==> src/rtl/stepdown_corestate_ctrl_pkg.sv <==
// Shared state encoding and default constants for the step-down core-state controller.
package stepdown_pkg;

  typedef enum logic [1:0] {
    ST_OFF       = 2'b00,
    ST_SOFTSTART = 2'b01,
    ST_RUN       = 2'b10,
    ST_FAULT     = 2'b11
  } state_e;

  localparam int unsigned CNT_W_DEF       = 8;
  localparam int unsigned DEAD_CYC_DEF    = 4;
  localparam int unsigned SS_STEP_CYC_DEF = 64;
  localparam int unsigned RETRY_CYC_DEF   = 1024;

endpackage

==> src/rtl/stepdown_corestate_ctrl_deadtime.sv <==
// Complementary gate-drive generator: inserts DEAD_CYC blank clocks on every raw edge
// and whenever force_off is seen; hs_on and ls_on can never be high together.
module stepdown_deadtime
  import stepdown_pkg::*;
#(
  parameter int unsigned DEAD_CYC = DEAD_CYC_DEF
) (
  input  logic clk,
  input  logic rst_n,
  input  logic raw,
  input  logic force_off,
  output logic hs_on,
  output logic ls_on
);

  localparam int unsigned DW = $clog2(DEAD_CYC + 1);

  logic [DW-1:0] dead_q, dead_d;
  logic          raw_prev_q, raw_prev_d;
  logic          hs_q, hs_d;
  logic          ls_q, ls_d;

  // Both sides are only ever driven from opposite polarities of raw, so exclusivity is structural.
  always_comb begin
    raw_prev_d = raw;
    dead_d     = dead_q;
    hs_d       = 1'b0;
    ls_d       = 1'b0;
    if (force_off || (raw != raw_prev_q)) begin
      dead_d = DW'(DEAD_CYC - 1);
    end else if (dead_q != '0) begin
      dead_d = dead_q - DW'(1);
    end else begin
      hs_d = raw;
      ls_d = ~raw;
    end
  end

  always_ff @(posedge clk or negedge rst_n) begin
    if (!rst_n) begin
      dead_q     <= '0;
      raw_prev_q <= 1'b0;
      hs_q       <= 1'b0;
      ls_q       <= 1'b0;
    end else begin
      dead_q     <= dead_d;
      raw_prev_q <= raw_prev_d;
      hs_q       <= hs_d;
      ls_q       <= ls_d;
    end
  end

  assign hs_on = hs_q;
  assign ls_on = ls_q;

endmodule

==> src/rtl/stepdown_corestate_ctrl.sv <==
// Buck core-state controller: OFF/SOFTSTART/RUN/FAULT sequencing, PWM counter and soft-start ramp.
// Define STEPDOWN_FAULT_RETRY_EN to auto-retry from FAULT after RETRY_CYC clocks with ocp low.
module stepdown_corestate_ctrl
  import stepdown_pkg::*;
#(
  parameter int unsigned CNT_W       = CNT_W_DEF,
  parameter int unsigned DEAD_CYC    = DEAD_CYC_DEF,
  parameter int unsigned SS_STEP_CYC = SS_STEP_CYC_DEF,
  parameter int unsigned RETRY_CYC   = RETRY_CYC_DEF
) (
  input  logic             clk,
  input  logic             rst_n,
  input  logic             en,
  input  logic [CNT_W-1:0] period,
  input  logic [CNT_W-1:0] duty_cmd,
  input  logic             ocp,
  output logic             hs_on,
  output logic             ls_on,
  output logic [1:0]       state,
  output logic             ss_done,
  output logic             fault
);

  localparam int unsigned TW = (SS_STEP_CYC > 1) ? $clog2(SS_STEP_CYC) : 1;

  if (DEAD_CYC == 0 || SS_STEP_CYC == 0 || RETRY_CYC == 0 || CNT_W < 2) begin : g_bad_cfg
    $error("stepdown_corestate_ctrl: illegal parameter set");
  end

  state_e           state_q, state_d;
  logic [CNT_W-1:0] cnt_q, cnt_d;
  logic [CNT_W-1:0] period_l_q, period_l_d;
  logic [CNT_W-1:0] duty_l_q, duty_l_d;
  logic [CNT_W-1:0] ss_duty_q, ss_duty_d;
  logic [TW-1:0]    ss_tick_q, ss_tick_d;
  logic             ss_done_q, ss_done_d;
  logic             fault_q, fault_d;

  logic [CNT_W-1:0] ss_limit, duty_eff;
  logic             raw, force_off, active_q, active_d, short_period, wrap;
  logic             retry_due;

`ifdef STEPDOWN_FAULT_RETRY_EN
  localparam int unsigned RW = (RETRY_CYC > 1) ? $clog2(RETRY_CYC) : 1;
  logic [RW-1:0] retry_q, retry_d;

  // Hold-off counter wraps on completion, so a still-high ocp simply restarts the wait.
  always_comb begin
    retry_d = retry_q;
    if (state_d == ST_FAULT && state_q != ST_FAULT) begin
      retry_d = '0;
    end else if (state_q == ST_FAULT) begin
      retry_d = (retry_q == RW'(RETRY_CYC - 1)) ? '0 : retry_q + RW'(1);
    end
  end

  always_ff @(posedge clk or negedge rst_n) begin
    if (!rst_n) retry_q <= '0;
    else        retry_q <= retry_d;
  end

  assign retry_due = (retry_q == RW'(RETRY_CYC - 1)) && !ocp;
`else
  assign retry_due = 1'b0;
`endif

  always_comb begin
    state_d = state_q;
    case (state_q)
      ST_OFF:       if (en) state_d = ST_SOFTSTART;
      ST_SOFTSTART: begin
        if (!en)                          state_d = ST_OFF;
        else if (ocp)                     state_d = ST_FAULT;
        else if (ss_duty_q >= duty_l_q)   state_d = ST_RUN;
      end
      ST_RUN: begin
        if (!en)      state_d = ST_OFF;
        else if (ocp) state_d = ST_FAULT;
      end
      ST_FAULT: begin
        if (!en)            state_d = ST_OFF;
        else if (retry_due) state_d = ST_SOFTSTART;
      end
      default: state_d = ST_OFF;
    endcase
  end

  always_comb begin
    ss_limit = '0;
    if (state_q == ST_RUN)            ss_limit = '1;
    else if (state_q == ST_SOFTSTART) ss_limit = ss_duty_q;
    duty_eff = duty_l_q;
    if (ss_limit < duty_eff)   duty_eff = ss_limit;
    if (period_l_q < duty_eff) duty_eff = period_l_q;
    raw = (cnt_q < duty_eff);

    // Leaving the switching states kills the drives on the very next clock.
    active_q     = (state_q == ST_SOFTSTART) || (state_q == ST_RUN);
    active_d     = (state_d == ST_SOFTSTART) || (state_d == ST_RUN);
    short_period = (period_l_q < CNT_W'(2));
    force_off    = !(active_q && active_d) || short_period ||
                   (state_q == ST_SOFTSTART && ss_duty_q == '0);

    wrap       = !active_q || short_period || (cnt_q == period_l_q - CNT_W'(1));
    cnt_d      = wrap ? '0 : cnt_q + CNT_W'(1);
    period_l_d = wrap ? period : period_l_q;
    duty_l_d   = wrap ? duty_cmd : duty_l_q;

    ss_duty_d = ss_duty_q;
    ss_tick_d = ss_tick_q;
    if (state_d == ST_SOFTSTART && state_q != ST_SOFTSTART) begin
      ss_duty_d = '0;
      ss_tick_d = '0;
    end else if (state_q == ST_SOFTSTART) begin
      if (ss_tick_q == TW'(SS_STEP_CYC - 1)) begin
        ss_tick_d = '0;
        ss_duty_d = (ss_duty_q >= duty_l_q) ? duty_l_q : ss_duty_q + CNT_W'(1);
      end else begin
        ss_tick_d = ss_tick_q + TW'(1);
      end
    end

    ss_done_d = (state_d == ST_RUN);
    fault_d   = (state_d == ST_FAULT);
  end

  always_ff @(posedge clk or negedge rst_n) begin
    if (!rst_n) begin
      state_q    <= ST_OFF;
      cnt_q      <= '0;
      period_l_q <= '0;
      duty_l_q   <= '0;
      ss_duty_q  <= '0;
      ss_tick_q  <= '0;
      ss_done_q  <= 1'b0;
      fault_q    <= 1'b0;
    end else begin
      state_q    <= state_d;
      cnt_q      <= cnt_d;
      period_l_q <= period_l_d;
      duty_l_q   <= duty_l_d;
      ss_duty_q  <= ss_duty_d;
      ss_tick_q  <= ss_tick_d;
      ss_done_q  <= ss_done_d;
      fault_q    <= fault_d;
    end
  end

  stepdown_deadtime #(
    .DEAD_CYC (DEAD_CYC)
  ) u_deadtime (
    .clk       (clk),
    .rst_n     (rst_n),
    .raw       (raw),
    .force_off (force_off),
    .hs_on     (hs_on),
    .ls_on     (ls_on)
  );

  assign state   = state_q;
  assign ss_done = ss_done_q;
  assign fault   = fault_q;

endmodule

==> config.mk <==
export PLATFORM = sky130hd
export DESIGN_NAME = stepdown_corestate_ctrl
export DESIGN_NICKNAME = d
export VERILOG_FILES = /design/src/rtl/stepdown_corestate_ctrl_pkg.sv /design/src/rtl/stepdown_corestate_ctrl_deadtime.sv /design/src/rtl/stepdown_corestate_ctrl.sv
export SDC_FILE = /design/constraint.sdc
export NUM_CORES = 1
export LEC_CHECK = 0
export CAP_MARGIN = 20
export CELL_PAD_IN_SITES_DETAIL_PLACEMENT = 1
export CELL_PAD_IN_SITES_GLOBAL_PLACEMENT = 1
export CORE_UTILIZATION = 42
export DETAILED_ROUTE_END_ITERATION = 8
export PLACE_DENSITY = 0.72
export SYNTH_ARGS = -nofsm -noshare
export SYNTH_HDL_FRONTEND = slang
export SYNTH_HIERARCHICAL = 1
export SYNTH_SLANG_ARGS = --single-unit
==> constraint.sdc <==
create_clock -name clk -period 5.1 [get_ports clk]
set_input_delay 1.02 -clock clk [delete_from_list [all_inputs] [get_ports clk]]
set_output_delay 1.02 -clock clk [all_outputs]
set_load 0.02 [all_outputs]
* Yosys cells after proc, flatten, opt, wreduce, memory -nomap -nowiden
Cells that the tools add are included. W data, S select, Z words.
Cells by class: add/sub/neg operators 5, $mul 0, div/mod/pow operators 0, $lt $le $gt $ge 5, eq/ne operators 10, shifts and indexed selects 0, mux-type cells 26, bitwise gates (word level) 1, reductions and logical operators 19
Operator list (number):
- $mux W8 | 9
- $lt A8 B8 Y1 | 3
- $mux W6 | 3
- $add A8 B1 Y8 const B | 2
- $mux W2 | 7
- $eq A2 B2 Y1 const B | 4
- $eq A8 B8 Y1 | 1
- $ge A8 B8 Y1 | 1
- $logic_not A8 Y1 | 1
- $lt A8 B2 Y1 const B | 1
- $pmux W2 S4 | 1
- $sub A8 B1 Y8 const B | 1
- $logic_or A1 B1 Y1 | 7
- $add A6 B1 Y6 const B | 1
- $eq A6 B6 Y1 const B | 1
- $mux W3 | 2
- $reduce_bool A2 Y1 | 3
- $eq A2 B1 Y1 const B | 2
- $mux W1 | 4
- $logic_and A1 B1 Y1 | 3
- $reduce_bool A3 Y1 | 1
- $sub A3 B1 Y3 const B | 1
- $logic_not A1 Y1 | 2
- $logic_not A2 Y1 | 1
- 4 further kinds | 4
Storage, ports and cells: register bits after elaboration 48, bits in latches 0, RAM bits 0, bits in read-only memories 0, input port bits 20, output and inout port bits 6, logic and storage cells 78, memories 0

* Logic depth before layout (Yosys ltp)
depth after elaboration 13, gate-level depth with buffers 24, gate-level depth less buffers 23

* Modules after synthesis
Netlist, hierarchy kept.
By module, submodules not included:
- stepdown_corestate_ctrl | instances 1, cells an instance 342, area an instance 3328.2 um2, seq. area each 1051.0 um2
- stepdown_deadtime | instances 1, cells an instance 22, area an instance 266.5 um2, seq. area each 150.1 um2

* Worst setup path after synthesis
Ideal clock, no wire load.
path kind flip-flop to flip-flop, start point reg state_q[1] (netlist: state[1]), end point reg u_deadtime.dead_q[1], library setup time 129 ps, arrival time 5573 ps, data required time 4971 ps, setup slack -601 ps, cell stages (with the launch flop) 24, buffers on the path 1, period minus slack after synthesis 5701 ps, cells stage by stage dfrtp_1 -> inv_1 -> ha_1 -> clkbuf_1 -> a21o_1 -> ha_1 -> nand3_1 -> a21oi_1 -> nor2_1 -> o221ai_2 -> mux2i_1 -> ha_1 -> a21oi_1 -> o21ai_0 -> nor4_1 -> a21oi_1 -> mux2_2 -> ha_1 -> a21o_1 -> a211oi_1 -> nand3_1 -> a221oi_1 -> xor2_1 -> a2111o_1
On the way: elaborated cells between the ends (all ways) 32, those cells by class 3 x order compare; 6 x eq/ne; 13 x mux; 10 x reduce/logical
RTL lines:
- start: declaration | RTL line stepdown_corestate_ctrl.sv:30 | state_e state_q, state_d;
- start signal: assignment | RTL line stepdown_corestate_ctrl.sv:138 | state_q <= state_d;
- $eq A2 B1 Y1 | RTL line stepdown_corestate_ctrl.sv:91 | else if (state_q == ST_SOFTSTART) ss_limit = ss_duty_q;
- $mux W8 | RTL line stepdown_corestate_ctrl.sv:91
- $mux W8 (*) | RTL line stepdown_corestate_ctrl.sv:90 | if (state_q == ST_RUN) ss_limit = '1;
- $lt A8 B8 Y1 | RTL line stepdown_corestate_ctrl.sv:93 | if (ss_limit < duty_eff) duty_eff = ss_limit;
- $mux W8 (*) | RTL line stepdown_corestate_ctrl.sv:93
- $lt A8 B8 Y1 | RTL line stepdown_corestate_ctrl.sv:94 | if (period_l_q < duty_eff) duty_eff = period_l_q;
- $mux W8 (*) | RTL line stepdown_corestate_ctrl.sv:94
- $lt A8 B8 Y1 (*) | RTL line stepdown_corestate_ctrl.sv:95 | raw = (cnt_q < duty_eff);
- named net raw | RTL line stepdown_corestate_ctrl.sv:40 | logic raw, force_off, active_q, active_d, short_period, wrap;
- $ne A1 B1 Y1 (*) | RTL line stepdown_corestate_ctrl_deadtime.sv:29 | if (force_off || (raw != raw_prev_q)) begin
- $logic_or A1 B1 Y1 (*) | RTL line stepdown_corestate_ctrl_deadtime.sv:29
- $mux W3 or $reduce_bool A2 Y1 (tied branches)
- end signal: assignment | RTL line stepdown_corestate_ctrl_deadtime.sv:41 | dead_q <= '0;
- end signal: assignment | RTL line stepdown_corestate_ctrl_deadtime.sv:46 | dead_q <= dead_d;
- end: declaration | RTL line stepdown_corestate_ctrl_deadtime.sv:18 | logic [DW-1:0] dead_q, dead_d;
Mark *: on every way through the listed nets, which the timed path passes. The rest lies on a longest branch. A chain may end at the register's enable or synchronous reset.

* Worst setup path after layout
start point reg state_q[1] (netlist: state[1]), end point reg u_deadtime.dead_q[0]
The elaborated chain is that of the path after synthesis.

==> results.yml <==
timing:
  clock.fmax_ghz: 0.192
  fin_skew_ns: 0.0159
  relSlewSlack: 0.549
  tightest_slew_ns: 0.674
  rsz0062_at_grt: "yes"
  worst_slack_ns: -0.105
  fin_crit_sh: 1.02
  hold_viol_final: 0
  finalCriticalPeriod_ns: 5.20
  slew_viol_final: 0
  setup_viol: 2
die:
  initial_core_util: 0.435
  pin_count: 26
  core-area_um2: 8260
  die_w_um: 94.5
  rows: 33
  die-area_um2: 8930
  dieHeight_um: 94.5
layout:
  nets: 478
  multiInputGateArea_um2: 2660
  regArea_um2: 1200
  areaGrowthSynthToFinish_pct: 30.7
  final_area_um2: 4700
  antenna_cells: 0
  fillCellCount: 892
  final_core_util: 0.569
  drive_above_1_share: 0.288
job:
  cap_violations: 0
power:
  p_leak_nw: 2.07
  irDropWorstVdd_uv: 360
  p_per_area_nw_per_um2: 664
  finalPower_mw: 3.12
route:
  drc_errors: 0
  viasPerCell: 5.67
  drt-initial-drc-count: 81
  dr.pass1.iters: 4
  via_count: 2954
  wl_per_cell_um: 19.2
  wl_um: 10000
  ant_nets: 0
synth:
  synth.most_common_cell: "dfrtp_1"
  netlist_area_um2: 3590
  synth.cells.most_frequent: "48 x dfrtp_1, 43 x ha_1, 27 x inv_1, 20 x nand2_1, 19 x o21ai_0"
  syn_avg_cell_area_um2: 9.88
  ys.flop_type: "dfrtp_1"
  synth_edf_count: 0
  syn-num-nets: 427
  seq_area_frac_synth: 0.334
  synth_cells: 364
  synth_warnings: 6
  ys_seq_elements: 48
  yosys.area.top_type: "dfrtp_1"
  synth_area_leaders: "dfrtp_1 33%, ha_1 15%, mux2_4 5.0%, mux2_2 3.4%, xnor2_1 3.2%"
  ys_types: 53
  synth_top_area_share: 0.334
  synthArstFlopShare: 1.00
clock_network:
  cts_tree: "yes"
  clk_latency_ns: 0.32
  cts_sinks: 48
  path_clk_slew_ns: 0.10
  clock_path_buffers: 2
  numCtsBuffers: 5
  root_buffer: "clkbuf_8"
  h-tree-depth: 2
worst_setup_path:
  criticalPathCategory: "flop to flop"
  cp_data_required_time_ns: 5.30
  arrival_ns: 5.41
  crit_path_start_kind: "flop"
  critical_path.endpoint_type: "flop"
  crit_path_max_fanout: 6
placement:
  postPlaceCellArea_um2: 4110
  gp_congestion: 0.886
  port_buffers: 25
  dp_hpwl_um: 6820
  post-place-ws_ns: -0.146
grt:
  grt_max_degree: 49
  grt_antenna_before_repair: 0
  grt_pass1_wl_um: 15400
  overflow: 0
  grt_pass1_vias: 3092
  grt_use_total: 0.222
status:
  failed_checks: "negative setup slack"
  status: "finished, violations left"
hold_path:
  min_path_type: "flop to flop"
-- final cells by class --
cell class,instances,share of cell area
Multi-Input combinational cell,279,0.567
Sequential cell,48,0.256
Timing Repair Buffer,54,0.103
Tap cell,105,0.0280
Inverter,27,0.0216
Clock buffer,5,0.0147
Clock inverter,3,0.0101
-- cell families after synthesis --
| logic type | after synthesis | share of synthesized area |
|---|---|---|
| AO/OA/AOI/OAI | 78 | 0.147 |
| buffers and inverters | 37 | 0.0432 |
| flip-flops | 48 | 0.334 |
| adder cells (fa/ha/maj) | 43 | 0.150 |
| multiplexers | 34 | 0.115 |
| AND/OR/NAND/NOR | 103 | 0.159 |
| XOR/XNOR | 21 | 0.0512 |
-- state kept, by name (all words and copies together) (netlist names), 2 cells and up --
signal,flops
duty_l_q,8
u_deadtime/dead_q,3
state,2
ss_duty_q,8
cnt_q,8
period_l_q,8
ss_tick_q,6
-- cells in the final DEF, fill, tap and decap left out, drive strengths merged, types with 3 or more instances in the layout --
cell type      Yosys  layout
dfrtp             48      48
ha                43      43
buf                3      30
inv               27      27
clkdlybuf4s50      0      24
mux2              23      23
nand2             20      20
o21ai             19      19
a21oi             19      19
nand3             18      18
xnor2             13      13
a21o              13      13
nor2              12      12
mux2i             11      11
xor2               8       8
nor3               7       7
and2               7       7
or4                6       6
nand4              5       5
a32oi              5       5
clkbuf             7       5
nand2b             4       4
or2                4       4
nand4b             4       4
nor4               4       4
and3               3       3
nor2b              3       3
-- worst max-delay path: stages (launching register included) --
cell and delay, ns:
dfrtp_2 0.45, inv_2 0.08, ha_4 0.19, buf_6 0.13
a21o_1 0.19, ha_4 0.29, nand4_1 0.17, o221ai_4 0.32
buf_8 0.21, mux2i_4 0.27, ha_4 0.25, a21oi_4 0.17
o21ai_4 0.09, nor4_4 0.20, a21oi_2 0.14, buf_4 0.17
buf_4 0.13, mux2_2 0.29, ha_4 0.16, a21o_1 0.18
a21o_1 0.18, a221oi_4 0.35, xor2_2 0.15, or3_1 0.33
-- report_power, final --
part / switching (mW) / leakage (nW) / internal (mW)
Combinational: 1.06 / 1.41 / 1.08
Sequential: 0.197 / 0.608 / 0.487
Clock: 0.146 / 0.0583 / 0.148
Total: 1.41 / 2.07 / 1.71
-- metal layers --
layer	global-route usage	wire length (µm)	vias up
li1	-	-	1428
met1	0.282	4490	1496
met2	0.400	5260	22
met3	0.0274	148	8
met4	0.0492	102	0
met5	0	0	-
-- path summary, 6_finish.rpt --
check                                                  from                          endpoint  slack (ns)  cells after the start
min in group asynchronous                             rst_n           duty_l_q[4]$_DFFE_PN0N_        0.80                      2
max in group asynchronous                             rst_n                state[0]$_DFF_PN0_        3.84                      2
setup / recovery                         state[1]$_DFF_PN0_  u_deadtime/dead_q[0]$_DFFE_PN0P_       -0.10                     23
hold / removal             u_deadtime/dead_q[1]$_DFFE_PN0P_  u_deadtime/dead_q[1]$_DFFE_PN0P_        0.52                      1
hold reg to reg            u_deadtime/dead_q[1]$_DFFE_PN0P_  u_deadtime/dead_q[1]$_DFFE_PN0P_        0.52                      1
setup reg to reg                         state[1]$_DFF_PN0_  u_deadtime/dead_q[0]$_DFFE_PN0P_       -0.10                     23
-- timing repair --
action,in CTS,in global routing
endpoints found under the setup margin,3,6
hold buffers,0,0
buffers inserted,8,6
resized for setup,17,39
pin swaps,11,20
hold endpoints to repair,0,0
-- through the flow --
step / setup TNS [ns] / hold WS [ns] / std cells
after floorplan: 0 / 0.450 / 364
after global placement: 0 / 0.481 / 499
after detailed placement: -0.417 / 0.498 / 499
after CTS: 0 / 0.518 / 515
after global routing: -1.06 / 0.534 / 521
final: -0.163 / 0.516 / 521
No activity file was read; power rests on OpenSTA's default activity.
